### src/rtl/lc3_decode.sv
// LC-3 decode stage: registers the fetched instruction and next-PC, and presents
// decoded ALU, register, immediate and memory controls one cycle later.
module lc3_decode #(
  parameter int         DATA_W   = 16,
  parameter logic [2:0] LINK_REG = 3'd7
) (
  input  logic              clk,
  input  logic              rst,
  input  logic              enable_decode,
  input  logic              flush,
  input  logic [DATA_W-1:0] instr_in,
  input  logic [DATA_W-1:0] npc_in,
  output logic [DATA_W-1:0] ir,
  output logic [DATA_W-1:0] npc_out,
  output logic              decode_valid,
  output logic [1:0]        alu_control,
  output logic              alu_op,
  output logic              imm_mode,
  output logic [DATA_W-1:0] imm5_sext,
  output logic [DATA_W-1:0] offset_sext,
  output logic [2:0]        sr1,
  output logic [2:0]        sr2,
  output logic [2:0]        dr,
  output logic              reg_we,
  output logic [1:0]        w_control,
  output logic [1:0]        mem_control,
  output logic              mem_indirect,
  output logic              illegal
);

  localparam logic [3:0] OP_BR   = 4'b0000;
  localparam logic [3:0] OP_ADD  = 4'b0001;
  localparam logic [3:0] OP_LD   = 4'b0010;
  localparam logic [3:0] OP_ST   = 4'b0011;
  localparam logic [3:0] OP_JSR  = 4'b0100;
  localparam logic [3:0] OP_AND  = 4'b0101;
  localparam logic [3:0] OP_LDR  = 4'b0110;
  localparam logic [3:0] OP_STR  = 4'b0111;
  localparam logic [3:0] OP_NOT  = 4'b1001;
  localparam logic [3:0] OP_LDI  = 4'b1010;
  localparam logic [3:0] OP_STI  = 4'b1011;
  localparam logic [3:0] OP_JMP  = 4'b1100;
  localparam logic [3:0] OP_LEA  = 4'b1110;
  localparam logic [3:0] OP_TRAP = 4'b1111;

  logic [3:0]        opcode;
  logic [DATA_W-1:0] off6, off9, off11, trapvect;
  logic [1:0]        alu_control_next, w_control_next, mem_control_next;
  logic              alu_op_next, imm_mode_next, reg_we_next, mem_indirect_next, illegal_next;
  logic [DATA_W-1:0] imm5_sext_next, offset_sext_next;
  logic [2:0]        sr2_next, dr_next;

  assign opcode   = instr_in[15:12];
  assign off6     = {{(DATA_W-6){instr_in[5]}}, instr_in[5:0]};
  assign off9     = {{(DATA_W-9){instr_in[8]}}, instr_in[8:0]};
  assign off11    = {{(DATA_W-11){instr_in[10]}}, instr_in[10:0]};
  assign trapvect = {{(DATA_W-8){1'b0}}, instr_in[7:0]};

  always_comb begin
    alu_control_next  = 2'd0;
    alu_op_next       = 1'b0;
    imm_mode_next     = 1'b0;
    imm5_sext_next    = {{(DATA_W-5){instr_in[4]}}, instr_in[4:0]};
    offset_sext_next  = '0;
    sr2_next          = 3'd0;
    dr_next           = 3'd0;
    reg_we_next       = 1'b0;
    w_control_next    = 2'd0;
    mem_control_next  = 2'd0;
    mem_indirect_next = 1'b0;
    illegal_next      = 1'b0;
    case (opcode)
      OP_ADD, OP_AND: begin
        alu_control_next = (opcode == OP_AND) ? 2'd1 : 2'd0;
        alu_op_next      = 1'b1;
        imm_mode_next    = instr_in[5];
        sr2_next         = instr_in[2:0];
        dr_next          = instr_in[11:9];
        reg_we_next      = 1'b1;
      end
      OP_NOT: begin
        alu_control_next = 2'd2;
        alu_op_next      = 1'b1;
        dr_next          = instr_in[11:9];
        reg_we_next      = 1'b1;
      end
      OP_LD, OP_LDI, OP_LDR: begin
        offset_sext_next  = (opcode == OP_LDR) ? off6 : off9;
        mem_control_next  = 2'd1;
        mem_indirect_next = (opcode == OP_LDI);
        dr_next           = instr_in[11:9];
        reg_we_next       = 1'b1;
        w_control_next    = 2'd1;
      end
      OP_ST, OP_STI, OP_STR: begin
        offset_sext_next  = (opcode == OP_STR) ? off6 : off9;
        sr2_next          = instr_in[11:9];
        mem_control_next  = 2'd2;
        mem_indirect_next = (opcode == OP_STI);
      end
      OP_LEA: begin
        offset_sext_next = off9;
        dr_next          = instr_in[11:9];
        reg_we_next      = 1'b1;
        w_control_next   = 2'd2;
      end
      OP_BR:  offset_sext_next = off9;
      OP_JMP: offset_sext_next = '0;
      OP_JSR: begin
        // JSRR (ir[11]=0) takes its target from the base register, so no offset
        offset_sext_next = instr_in[11] ? off11 : '0;
        dr_next          = LINK_REG;
        reg_we_next      = 1'b1;
        w_control_next   = 2'd2;
      end
      OP_TRAP: begin
        offset_sext_next = trapvect;
        dr_next          = LINK_REG;
        reg_we_next      = 1'b1;
        w_control_next   = 2'd2;
      end
      default: illegal_next = 1'b1;
    endcase
  end

  always_ff @(posedge clk) begin
    if (rst) begin
      ir           <= '0;
      npc_out      <= '0;
      decode_valid <= 1'b0;
      alu_control  <= 2'd0;
      alu_op       <= 1'b0;
      imm_mode     <= 1'b0;
      imm5_sext    <= '0;
      offset_sext  <= '0;
      sr1          <= 3'd0;
      sr2          <= 3'd0;
      dr           <= 3'd0;
      reg_we       <= 1'b0;
      w_control    <= 2'd0;
      mem_control  <= 2'd0;
      mem_indirect <= 1'b0;
      illegal      <= 1'b0;
    end else if (flush) begin
      // Kill only the side-effecting controls; datapath fields stay put
      decode_valid <= 1'b0;
      reg_we       <= 1'b0;
      mem_control  <= 2'd0;
      mem_indirect <= 1'b0;
      illegal      <= 1'b0;
    end else if (enable_decode) begin
      ir           <= instr_in;
      npc_out      <= npc_in;
      decode_valid <= 1'b1;
      alu_control  <= alu_control_next;
      alu_op       <= alu_op_next;
      imm_mode     <= imm_mode_next;
      imm5_sext    <= imm5_sext_next;
      offset_sext  <= offset_sext_next;
      sr1          <= instr_in[8:6];
      sr2          <= sr2_next;
      dr           <= dr_next;
      reg_we       <= reg_we_next;
      w_control    <= w_control_next;
      mem_control  <= mem_control_next;
      mem_indirect <= mem_indirect_next;
      illegal      <= illegal_next;
    end
  end

endmodule

### config.mk
export PLATFORM = sky130hd
export DESIGN_NAME = lc3_decode
export DESIGN_NICKNAME = d
export VERILOG_FILES = /design/src/rtl/lc3_decode.sv
export SDC_FILE = /design/constraint.sdc
export NUM_CORES = 1
export LEC_CHECK = 0
export ABC_AREA = 1
export CAP_MARGIN = 20
export CORE_MARGIN = 2
export CORE_UTILIZATION = 41
export DETAILED_ROUTE_END_ITERATION = 8
export PLACE_DENSITY_LB_ADDON = 0.15
export SLEW_MARGIN = 25
export SYNTH_ARGS = -nofsm -noshare
export SYNTH_HDL_FRONTEND = slang
export SYNTH_SLANG_ARGS = --single-unit
export TNS_END_PERCENT = 50
### constraint.sdc
create_clock -name clk -period 1.5 [get_ports clk]
set_input_delay 0.225 -clock clk [delete_from_list [all_inputs] [get_ports clk]]
set_output_delay 0.225 -clock clk [all_outputs]
set_load 0.01 [all_outputs]
==> results by group <==
Pwr
  – Net Sw Power: 0.979 mW
  – Int Power: 2.77 mW
  – Sw Ratio: 26.1%
  – Clock network fraction of total power: 34.6%
  – Combinational power share: 18.9%
  – LEAKAGE: 1.90 nW
  – VDD IR max: 545 uV
  – Sequential power share: 46.5%
  – Cell area power density: 913 nW/um^2

Critical path
  – Worst-path cell chain: clkdlybuf4s50_1
  – Crit start category: register
  – Worst Setup End Kind: primary output
  – Worst path max stage delay: 0.56 ns
  – WS Path Type: reg -> out
  – Worst EP required: 1.27 ns
  – Cell family with most CP delay: buffers and inverters
  – CP max stage cell: clkdlybuf4s50_1
  – WP data arrival: 1.25 ns
  – Buffer and inverter count on the worst path: 1
  – CP max FO: 2

Placement
  – Placed cell areas: 3920 um^2
  – I/O Buffers: 120
  – HPWL after DPL: 5.31 mm
  – Placer Congestion: 0.886

Global route
  – GRT overflow: 0
  – GR Util All Layers: 20.6%
  – Largest net degree at the start of global routing: 32
  – Initial antenna violation count: 0
  – First-pass GRT wire length: 11.7 mm
  – Vias in the first global route: 2,575

Floorplan
  – Core area: 6280 um^2
  – Die Ht: 84.1 um
  – Top Ports: 121
  – Die footprint: 7070 um^2
  – Initial Util: 41.9%
  – Die Wd: 84.1 um
  – Count of standard-cell rows: 29

CTS
  – Post-CTS setup buffers: 0
  – Clk slew on worst S/H paths: 0.07 ns
  – CTS tree: done
  – CTS Sinks: 61
  – Later-pin clock latency in the skew report: 0.33 ns
  – H-tree depth: 3
  – Number of buffers created by CTS: 9
  – Root Driver: clkbuf_8
  – Maximum root-to-sink buffer count: 2

Cells and area
  – Fillers: 570
  – Post-layout instance area: 4110 um^2
  – Synth-to-Final Area Change: 56.4%
  – N_diodes: 0
  – Final net count: 510
  – Layout cell share with drive strength beyond 1: 13.6%

Hold path
  – Hold crit path type: in -> reg

STA
  – Final Setup Violations: 0
  – Setup_tns: 0 ns
  – Max-slew headroom: 77.5%
  – Max Clock Skew: 0 ns
  – RSZ-0062 raised after global routing: false
  – Final hold vios: 0
  – Fin crit period: 1.47 ns
  – Final Max Slew Viols: 0
  – Period utilization: 98.2%
  – Slew of the pin with the lowest slew margin: 0.338 ns
  – Max Fclk: 679 MHz

Yosys
  – Synthesized net count: 391
  – Yosys top cell by area: dfxtp_1
  – Top cells by count, synth: 75 x nand2_1, 61 x dfxtp_1, 48 x nor2_1, 40 x a21oi_1, 31 x o21ai_0
  – Syn_area_per_cell: 7.40 um^2
  – Mapped cell area: 2630 um^2
  – Yosys reg bits: 61
  – Seq/Total Area, Yosys: 46.5%
  – Most common cell in the netlist: nand2_1
  – Most used DFF post-synth: dfxtp_1
  – Post-synthesis cell count: 355
  – Post-synthesis async set-or-reset flop share: 0%
  – Largest cells by area after synthesis: dfxtp_1 46%, nand2_1 11%, a21oi_1 7.6%
  – Yosys top cell area share: 46.5%
  – Post-synth EDFFs: 0
  – Synth warnings: 0
  – Post-synth cell types: 28

Outcome
  – Status: completed

Routing
  – Post-DRT Antenna Nets: 0
  – Total vias in the final route: 2,632
  – Final WL: 7.18 mm
  – Initial DRC Count: 130
  – DR vias/cell: 4.73
  – DRC viols: 0
  – First-pass DRT Iterations: 4
  – Routed length per instance: 12.9 um

Run
  – Maxcap violations: 0
-- power by group through the flow --
stage               sequential [mW]  clock, mW  combinational [mW]
global route                   1.76       1.41               0.771
floorplan                      1.82          0               0.296
CTS                            1.75       1.32               0.718
detailed placement             1.78          0               0.725
global placement               1.78          0               0.717
finish                         1.75       1.30               0.709
-- repair_timing --
action / CTS / global route
endpoints found under the setup margin: 19 / 20
cloned: 0 / 0
hold buffers: 0 / 0
gates resized for setup: 17 / 12
-- final timing paths --
| path | startpoint | depth (start not counted) | end | slack, ns |
|---|---|---|---|---|
| min | instr_in[12] | 4 | illegal | 0.40 |
| max | w_control[1] | 1 | w_control[1] | 0.03 |
| min reg2reg | decode_valid | 1 | decode_valid | 0.46 |
| max reg2reg | w_control[1] | 2 | w_control[1] | 0.79 |
-- logic make-up (layout without fill, tap and decap cells) --
| logic type | Yosys count | count (layout) | synth area share, % |
|---|---|---|---|
| flops | 61 | 61 | 46.5 |
| buf+inv | 67 | 191 | 14.1 |
| xor+xnor | 1 | 1 | 0.333 |
| simple gates | 143 | 143 | 22.1 |
| compound gates | 83 | 83 | 17.0 |
-- cells in the final DEF, fill, tap and decap left out, drive strengths merged --
cell	instances
a21oi	42
clkinv	2
nand4	1
nand3	10
nor3	2
o21a	1
inv	23
o211ai	3
a22oi	3
dfxtp	61
clkbuf	15
buf	31
nor2	51
nand2	79
xnor2	1
a31oi	1
clkdlybuf4s50	94
dlygate4sd2	14
o21ai	33
dlymetal6s2s	12
-- state kept, by name, indices dropped and copies added (netlist names), 2 cells and up --
signal       flops
offset_sext     11
dr               3
npc_out         16
sr2              3
alu_control      2
ir              16
w_control        2
mem_control      2
-- final cells by class --
class / count / area, um^2 / share of cell area, %
clock buffer: 15 / 166 / 4.05
sequential: 61 / 1230 / 29.8
clock inverter: 1 / 5.00 / 0.122
tap: 77 / 96.3 / 2.34
multi-input combinational: 227 / 1040 / 25.2
inverter: 24 / 95.1 / 2.31
timing repair buffer: 151 / 1480 / 36.1
-- per-layer routing --
layer | vias up | track usage, % | share of wire [%]
met5 | - | 0 | 0
met1 | 1181 | 23.8 | 42
li1 | 1352 | - | -
met2 | 85 | 35.9 | 50
met4 | 0 | 9.24 | 2.4
met3 | 14 | 5.04 | 5.5
-- per-stage QoR --
step	utilization, %	power, mW	hold WS (ns)	std cells	worst slack (ns)
after floorplan	-	2.11	0.373	355	0.414
after global placement	62.4	2.50	0.445	540	-0.225
after detailed placement	62.4	2.51	0.450	540	-0.271
after CTS	65.0	3.78	0.469	556	0.00846
after global routing	65.5	3.94	0.446	556	0.00126
final	65.5	3.75	0.395	556	0.0266
(Power assumes the default switching activity.)
